File: src/rtl/lcd_read_if.sv
// lcd_read_if
//  Bundles the request/response handshake of the LCD read engine together
//  with the LCD-side bus pins it drives (rs/rw/en) and the data pins it
//  samples (d7..d4).
//  Signals:
//   start, rs_sel, poll   request from the write driver / user logic
//   d_in[3:0]             LCD d7..d4 as seen on the pads
//   busy, done, timeout   transaction status back to the requester
//   rd_data[7:0]          last byte read
//   bus_active, rs, rw, en  LCD control lines and pad-ownership flag
//  Modports: master = requester side (and pad model), slave = lcd_read_ctrl.
interface lcd_read_if;
   logic       start;
   logic       rs_sel;
   logic       poll;
   logic [3:0] d_in;
   logic       busy;
   logic       bus_active;
   logic       rs;
   logic       rw;
   logic       en;
   logic [7:0] rd_data;
   logic       done;
   logic       timeout;

   modport master (
      output start, rs_sel, poll, d_in,
      input  busy, bus_active, rs, rw, en, rd_data, done, timeout
   );

   modport slave (
      input  start, rs_sel, poll, d_in,
      output busy, bus_active, rs, rw, en, rd_data, done, timeout
   );
endinterface

File: src/rtl/lcd_read_ctrl.sv
// lcd_read_ctrl
//  Read-side engine for an HD44780-style character LCD on its 4-bit bus.
//  Each byte is read as two enable pulses (high nibble first) with rw=1.
//  With poll set and rs_sel=0 the busy-flag register is re-read until BF
//  clears or MAX_POLLS bytes have been read, in which case timeout is
//  raised alongside done.
//  Ports:
//   clk    50 MHz system clock
//   rst_n  asynchronous active-low reset
//   bus    lcd_read_if.slave (request, status, rs/rw/en, d_in, rd_data)
//  Parameters (in clk cycles): T_AS rs/rw setup before the first en rise,
//  T_EH en high time per nibble, T_EL en low time after each nibble;
//  MAX_POLLS is the busy-flag read limit in poll mode (1..255).
module lcd_read_ctrl #(
   parameter int T_AS      = 3,
   parameter int T_EH      = 12,
   parameter int T_EL      = 14,
   parameter int MAX_POLLS = 255
) (
   input logic        clk,
   input logic        rst_n,
   lcd_read_if.slave  bus
);

   localparam int T_MAX = (T_AS > T_EH) ? ((T_AS > T_EL) ? T_AS : T_EL)
                                        : ((T_EH > T_EL) ? T_EH : T_EL);
   localparam int CNT_W = $clog2(T_MAX + 1);

   localparam logic [CNT_W-1:0] CNT_AS    = CNT_W'(T_AS);
   localparam logic [CNT_W-1:0] CNT_EH_LAST = CNT_W'(T_EH - 1);
   localparam logic [CNT_W-1:0] CNT_EL_LAST = CNT_W'(T_EL - 1);
   localparam logic [7:0]       POLL_LIMIT  = 8'(MAX_POLLS);

   typedef enum logic [2:0] {
      IDLE,
      SETUP,
      EN_HI,
      EN_LO,
      HOLD,
      DONE
   } state_t;

   state_t           state;
   logic [CNT_W-1:0] cnt;
   logic [7:0]       poll_cnt;
   logic             rs_sel_q;
   logic             poll_q;
   logic             second_nib;
   logic [3:0]       hi_nib;
   logic [3:0]       lo_nib;

   logic             busy_r;
   logic             bus_active_r;
   logic             rs_r;
   logic             rw_r;
   logic             en_r;
   logic [7:0]       rd_data_r;
   logic             done_r;
   logic             timeout_r;

   logic [7:0]       poll_next;
   logic             bf_wait;

   // Count of bytes read including the one just completing, and whether that
   // byte asks for another busy-flag read (poll mode, BF register, BF=1).
   // poll_cnt never exceeds MAX_POLLS, so the increment cannot wrap.
   assign poll_next = poll_cnt + 8'd1;
   assign bf_wait   = poll_q & ~rs_sel_q & hi_nib[3];

   // Single sequencer for the whole read cycle. All bus pins are registered
   // so rs/rw/en change only on clock edges and never glitch. SETUP waits
   // one extra edge before its T_AS count so that rs/rw are already on the
   // pads for T_AS full cycles ahead of the first en rise. In poll mode a
   // repeated read jumps straight back to EN_HI because rs/rw are unchanged.
   always_ff @(posedge clk or negedge rst_n) begin
      if (!rst_n) begin
         state        <= IDLE;
         cnt          <= '0;
         poll_cnt     <= 8'd0;
         rs_sel_q     <= 1'b0;
         poll_q       <= 1'b0;
         second_nib   <= 1'b0;
         hi_nib       <= 4'h0;
         lo_nib       <= 4'h0;
         busy_r       <= 1'b0;
         bus_active_r <= 1'b0;
         rs_r         <= 1'b0;
         rw_r         <= 1'b0;
         en_r         <= 1'b0;
         rd_data_r    <= 8'h00;
         done_r       <= 1'b0;
         timeout_r    <= 1'b0;
      end else begin
         done_r <= 1'b0;
         case (state)
            IDLE: begin
               if (bus.start) begin
                  rs_sel_q  <= bus.rs_sel;
                  poll_q    <= bus.poll;
                  timeout_r <= 1'b0;
                  poll_cnt  <= 8'd0;
                  busy_r    <= 1'b1;
                  cnt       <= '0;
                  state     <= SETUP;
               end
            end
            SETUP: begin
               rs_r         <= rs_sel_q;
               rw_r         <= 1'b1;
               bus_active_r <= 1'b1;
               if (cnt == CNT_AS) begin
                  cnt        <= '0;
                  second_nib <= 1'b0;
                  en_r       <= 1'b1;
                  state      <= EN_HI;
               end else begin
                  cnt <= cnt + 1'b1;
               end
            end
            EN_HI: begin
               if (cnt == CNT_EH_LAST) begin
                  cnt  <= '0;
                  en_r <= 1'b0;
                  if (second_nib) begin
                     lo_nib <= bus.d_in;
                  end else begin
                     hi_nib <= bus.d_in;
                  end
                  state <= EN_LO;
               end else begin
                  cnt <= cnt + 1'b1;
               end
            end
            EN_LO: begin
               if (cnt == CNT_EL_LAST) begin
                  cnt <= '0;
                  if (!second_nib) begin
                     second_nib <= 1'b1;
                     en_r       <= 1'b1;
                     state      <= EN_HI;
                  end else begin
                     rd_data_r <= {hi_nib, lo_nib};
                     poll_cnt  <= poll_next;
                     if (bf_wait && (poll_next < POLL_LIMIT)) begin
                        second_nib <= 1'b0;
                        en_r       <= 1'b1;
                        state      <= EN_HI;
                     end else begin
                        if (bf_wait) begin
                           timeout_r <= 1'b1;
                        end
                        state <= HOLD;
                     end
                  end
               end else begin
                  cnt <= cnt + 1'b1;
               end
            end
            HOLD: begin
               rs_r         <= 1'b0;
               rw_r         <= 1'b0;
               bus_active_r <= 1'b0;
               done_r       <= 1'b1;
               state        <= DONE;
            end
            DONE: begin
               busy_r <= 1'b0;
               state  <= IDLE;
            end
            default: begin
               state <= IDLE;
            end
         endcase
      end
   end

   assign bus.busy       = busy_r;
   assign bus.bus_active = bus_active_r;
   assign bus.rs         = rs_r;
   assign bus.rw         = rw_r;
   assign bus.en         = en_r;
   assign bus.rd_data    = rd_data_r;
   assign bus.done       = done_r;
   assign bus.timeout    = timeout_r;

endmodule

File: src/flat_wrapper.sv
// flat-port wrapper written by rule: the top's interface ports become plain ports
module lcd_read_ctrl_flat 
#(
   parameter int T_AS      = 3,
   parameter int T_EH      = 12,
   parameter int T_EL      = 14,
   parameter int MAX_POLLS = 255
)
  (clk, rst_n, bus_start, bus_rs_sel, bus_poll, bus_d_in, bus_busy, bus_bus_active, bus_rs, bus_rw, bus_en, bus_rd_data, bus_done, bus_timeout);
  lcd_read_if bus_i ();
  input logic clk;
  input logic rst_n;
  input wire logic [$bits(bus_i.start)-1:0] bus_start;
  input wire logic [$bits(bus_i.rs_sel)-1:0] bus_rs_sel;
  input wire logic [$bits(bus_i.poll)-1:0] bus_poll;
  input wire logic [$bits(bus_i.d_in)-1:0] bus_d_in;
  output wire logic [$bits(bus_i.busy)-1:0] bus_busy;
  output wire logic [$bits(bus_i.bus_active)-1:0] bus_bus_active;
  output wire logic [$bits(bus_i.rs)-1:0] bus_rs;
  output wire logic [$bits(bus_i.rw)-1:0] bus_rw;
  output wire logic [$bits(bus_i.en)-1:0] bus_en;
  output wire logic [$bits(bus_i.rd_data)-1:0] bus_rd_data;
  output wire logic [$bits(bus_i.done)-1:0] bus_done;
  output wire logic [$bits(bus_i.timeout)-1:0] bus_timeout;
  assign bus_i.start = bus_start;
  assign bus_i.rs_sel = bus_rs_sel;
  assign bus_i.poll = bus_poll;
  assign bus_i.d_in = bus_d_in;
  assign bus_busy = bus_i.busy;
  assign bus_bus_active = bus_i.bus_active;
  assign bus_rs = bus_i.rs;
  assign bus_rw = bus_i.rw;
  assign bus_en = bus_i.en;
  assign bus_rd_data = bus_i.rd_data;
  assign bus_done = bus_i.done;
  assign bus_timeout = bus_i.timeout;
  lcd_read_ctrl #(.T_AS(T_AS), .T_EH(T_EH), .T_EL(T_EL), .MAX_POLLS(MAX_POLLS)) u_core (.clk(clk), .rst_n(rst_n), .bus(bus_i));
endmodule
File: config.mk
export PLATFORM = sky130hd
export DESIGN_NAME = lcd_read_ctrl_flat
export DESIGN_NICKNAME = d
export VERILOG_FILES = /design/src/rtl/lcd_read_if.sv /design/src/rtl/lcd_read_ctrl.sv /design/src/flat_wrapper.sv
export SDC_FILE = /design/constraint.sdc
export NUM_CORES = 1
export LEC_CHECK = 0
export ABC_AREA = 1
export CAP_MARGIN = 20
export CORE_MARGIN = 2
export CORE_UTILIZATION = 30
export DETAILED_ROUTE_END_ITERATION = 8
export PLACE_DENSITY = 0.57
export SLEW_MARGIN = 20
export SYNTH_ARGS = -nofsm -noshare
export SYNTH_HDL_FRONTEND = slang
export SYNTH_SLANG_ARGS = --single-unit
File: constraint.sdc
create_clock -name clk -period 2.3 [get_ports clk]
set_clock_uncertainty 0.15 [all_clocks]
set_input_delay 0.23 -clock clk [delete_from_list [all_inputs] [get_ports clk]]
set_output_delay 0.23 -clock clk [all_outputs]
set_load 0.02 [all_outputs]
==> reports/metrics.cfg <==
[timing]
setup_viol=0
max_freq_mhz=531.1
hold_viol=0
fin_setup_tns_ns=0
fin_hold_ws_ns=0.3247
fin_crit_sh_pct=81.86
finalWorstSetupSlack_ns=0.4172
rsz0062_at_grt=false
finalMaxSlewViolations=0
maxSlewHeadroom_pct=39.44
period_minus_slack_ns=1.883
max_slew.worst_pin.slew_ns=0.9085

[power_and_ir_drop]
powerDensity_nw_per_um2=1011
vdd_drop_max_v=0.0004670
p_leak_nw=1.085

[placement]
gpl.final_weighted_congestion=0.8570
numPortBuffers=23
hpwlAfterDp_um=2778
place_ws_ns=0.4488

[final_layout]
regArea_um2=1001
syn_to_final_growth_pct=21.57
layout-drive-gt1-share_pct=13.78
fillers=648
multi_input_area_um2=768.2
layout_common_cells=60 x nand2_1, 40 x dfrtp_1, 28 x inv_1, 22 x clkdlybuf4s50_1, 14 x nor2_1
nNetsFinal=266
layout_commonest_cell=nand2_1
n_antenna_cell=0

[clock_tree]
cts_buffers=5
ctsResizeCount=0
clock_latency_ns=0.29
cts_tree=yes
htreeDepth=2
clk_pin_slew_ns=0.08
cts_max_path_buffers=2
cts_setup_buffers=0
root_buffer=clkbuf_8
cts_sinks=40

[logic_synthesis]
synth_seq_cells=40
syn_nets=238
yosysTopAreaCell=dfrtp_1
synth_area_um2=1932
synth.top_cell.area_share_pct=51.81
yosysWarnings=0
async_flop_share_pct=100.0
synth.distinct_cells=29
avgSynthCellArea_um2=8.586
synth-edff-count=0
synthTopCellsByArea=dfrtp_1 52%, nand2_1 12%, inv_1 5.4%
syn_inst=225
ys_seq_area_share_pct=51.81
synthFlopType=dfrtp_1

[setup_path]
timing.rr.start=u_core.poll_cnt[0]
worstSetupPathType=reg2reg
crit_start=u_core.poll_cnt[0]
reg2regPathDepth=10
arrival_ns=1.90
worstSetupEndpointType=flop
crit_fanout=6
cp-start-kind=flop
cp.required_ns=2.32

[global_routing]
grt_first_pass_wirelength_um=7162
grt_use_total_pct=12.46
grt_max_degree=41
grt_pass1_vias=1545
grt_overflow=0
antenna_found_initial=0

[die]
die_area_um2=7097
start_util_pct=30.78
std_cell_rows=29
io_pins=24
die_h_um=84.25
die_x_um=84.25
coreArea_um2=6277

[drt]
vias=1512
drtAntennaViolNets=0
vias_per_cell=4.568
dr.pass1.iters=4
drtIter0Drc=115
wirelength_um=3927
post-route-drc-count=0
wl_per_cell_um=11.86

[min_path]
hold_class=reg2reg
hold-path-cell-count=2
hp-start=u_core.bus.rd_data[3]

[status]
status=completed

[job]
maxCapViolCount=0

==> area by class of cell <==
class                           count  share of cell area (%)
Sequential cell                    40                   42.62
Multi-Input combinational cell    147                   32.71
Timing Repair Buffer               25                   10.34
Inverter                           34                   5.488
Tap cell                           77                   4.102
Clock buffer                        5                   2.930
Clock inverter                      3                   1.811
==> synth_stat cells (2+ instances only) <==
cell type   n
a21oi_1     3
buf_4       3
dfrtp_1    40
ha_1        4
inv_1      28
inv_2       5
nand2_1    60
nand2_2     5
nand3_1    11
nor2_1     14
nor2_2      6
nor2_4      2
nor3_1      2
nor3_2      2
o21ai_0     9
o21ai_1    11
o22ai_1     8
==> stage by stage <==
stage,util [%],cell area [um^2],power [mW],std cells
floorplan,-,1932,1.590,225
global placement,35.48,2227,1.797,322
detailed placement,35.48,2227,1.806,322
CTS,37.41,2349,2.404,331
global route,37.41,2349,2.571,331
finish,37.41,2349,2.374,331
==> power by group <==
| group | internal [mW] | switching [mW] | leakage (nW) |
|---|---|---|---|
| clock | 0.321 | 0.255 | 0.0541 |
| combinational | 0.293 | 0.452 | 0.545 |
| sequential | 0.877 | 0.175 | 0.485 |
| total | 1.49 | 0.882 | 1.09 |
==> worst max-delay path: stages, from the launching register on <==
cell and delay (ns):
dfrtp_1 0.44, ha_1 0.24, nand3_1 0.11, o21ai_0 0.15, nand2_1 0.09, nor2_1 0.16
nand2_1 0.07, nand2_1 0.09, nand2_2 0.08, nand2_1 0.08, o21ai_0 0.09
==> path summary, 6_finish.rpt <==
path                                          to  slack (ns)
hold / removal             u_core.bus.rd_data[3]        0.32
setup reg to reg                 u_core.state[1]        0.42
max in group asynchronous     u_core.bus.timeout        0.98
min in group asynchronous          u_core.cnt[0]        0.46
hold reg to reg            u_core.bus.rd_data[3]        0.32
setup / recovery                 u_core.state[1]        0.42
==> registers in the layout (all words and copies together), names as in the netlist <==
| signal | cells |
|---|---|
| u_core.state | 3 |
| u_core.second_nib | 1 |
| u_core.cnt | 4 |
| u_core.bus.en | 1 |
| u_core.bus.done | 1 |
| u_core.bus.busy | 1 |
| u_core.hi_nib | 4 |
| u_core.poll_cnt | 8 |
| u_core.lo_nib | 4 |
| u_core.rs_sel_q | 1 |
| u_core.bus.rd_data | 8 |
| u_core.bus.timeout | 1 |
| u_core.bus.rs | 1 |
| u_core.poll_q | 1 |
| u_core.bus.bus_active | 1 |
==> layer usage <==
metal / share of wire (%) / GRT usage (%) / wire length (um) / vias to the layer above
met5: 0 / 0 / 0 / -
met4: 0.41 / 4.839 / 16 / 0
met3: 4.1 / 3.245 / 161 / 2
met2: 45 / 19.48 / 1751 / 32
met1: 51 / 16.57 / 1998 / 714
li1: - / - / - / 764
==> timing repair <==
action / CTS / global route
hold endpoints to repair: 40 / 0
hold buffers: 1 / 0
setup endpoints to repair: 0 / 0
==> kinds of logic after synthesis <==
kind of cell / synth area share, %
mux: 0.5829
fa+ha+maj: 2.591
buf+inv: 8.419
xor+xnor: 0.9069
compound gates: 10.95
simple gates: 24.74
flops: 51.81
No activity file was read; power rests on OpenSTA's default activity.
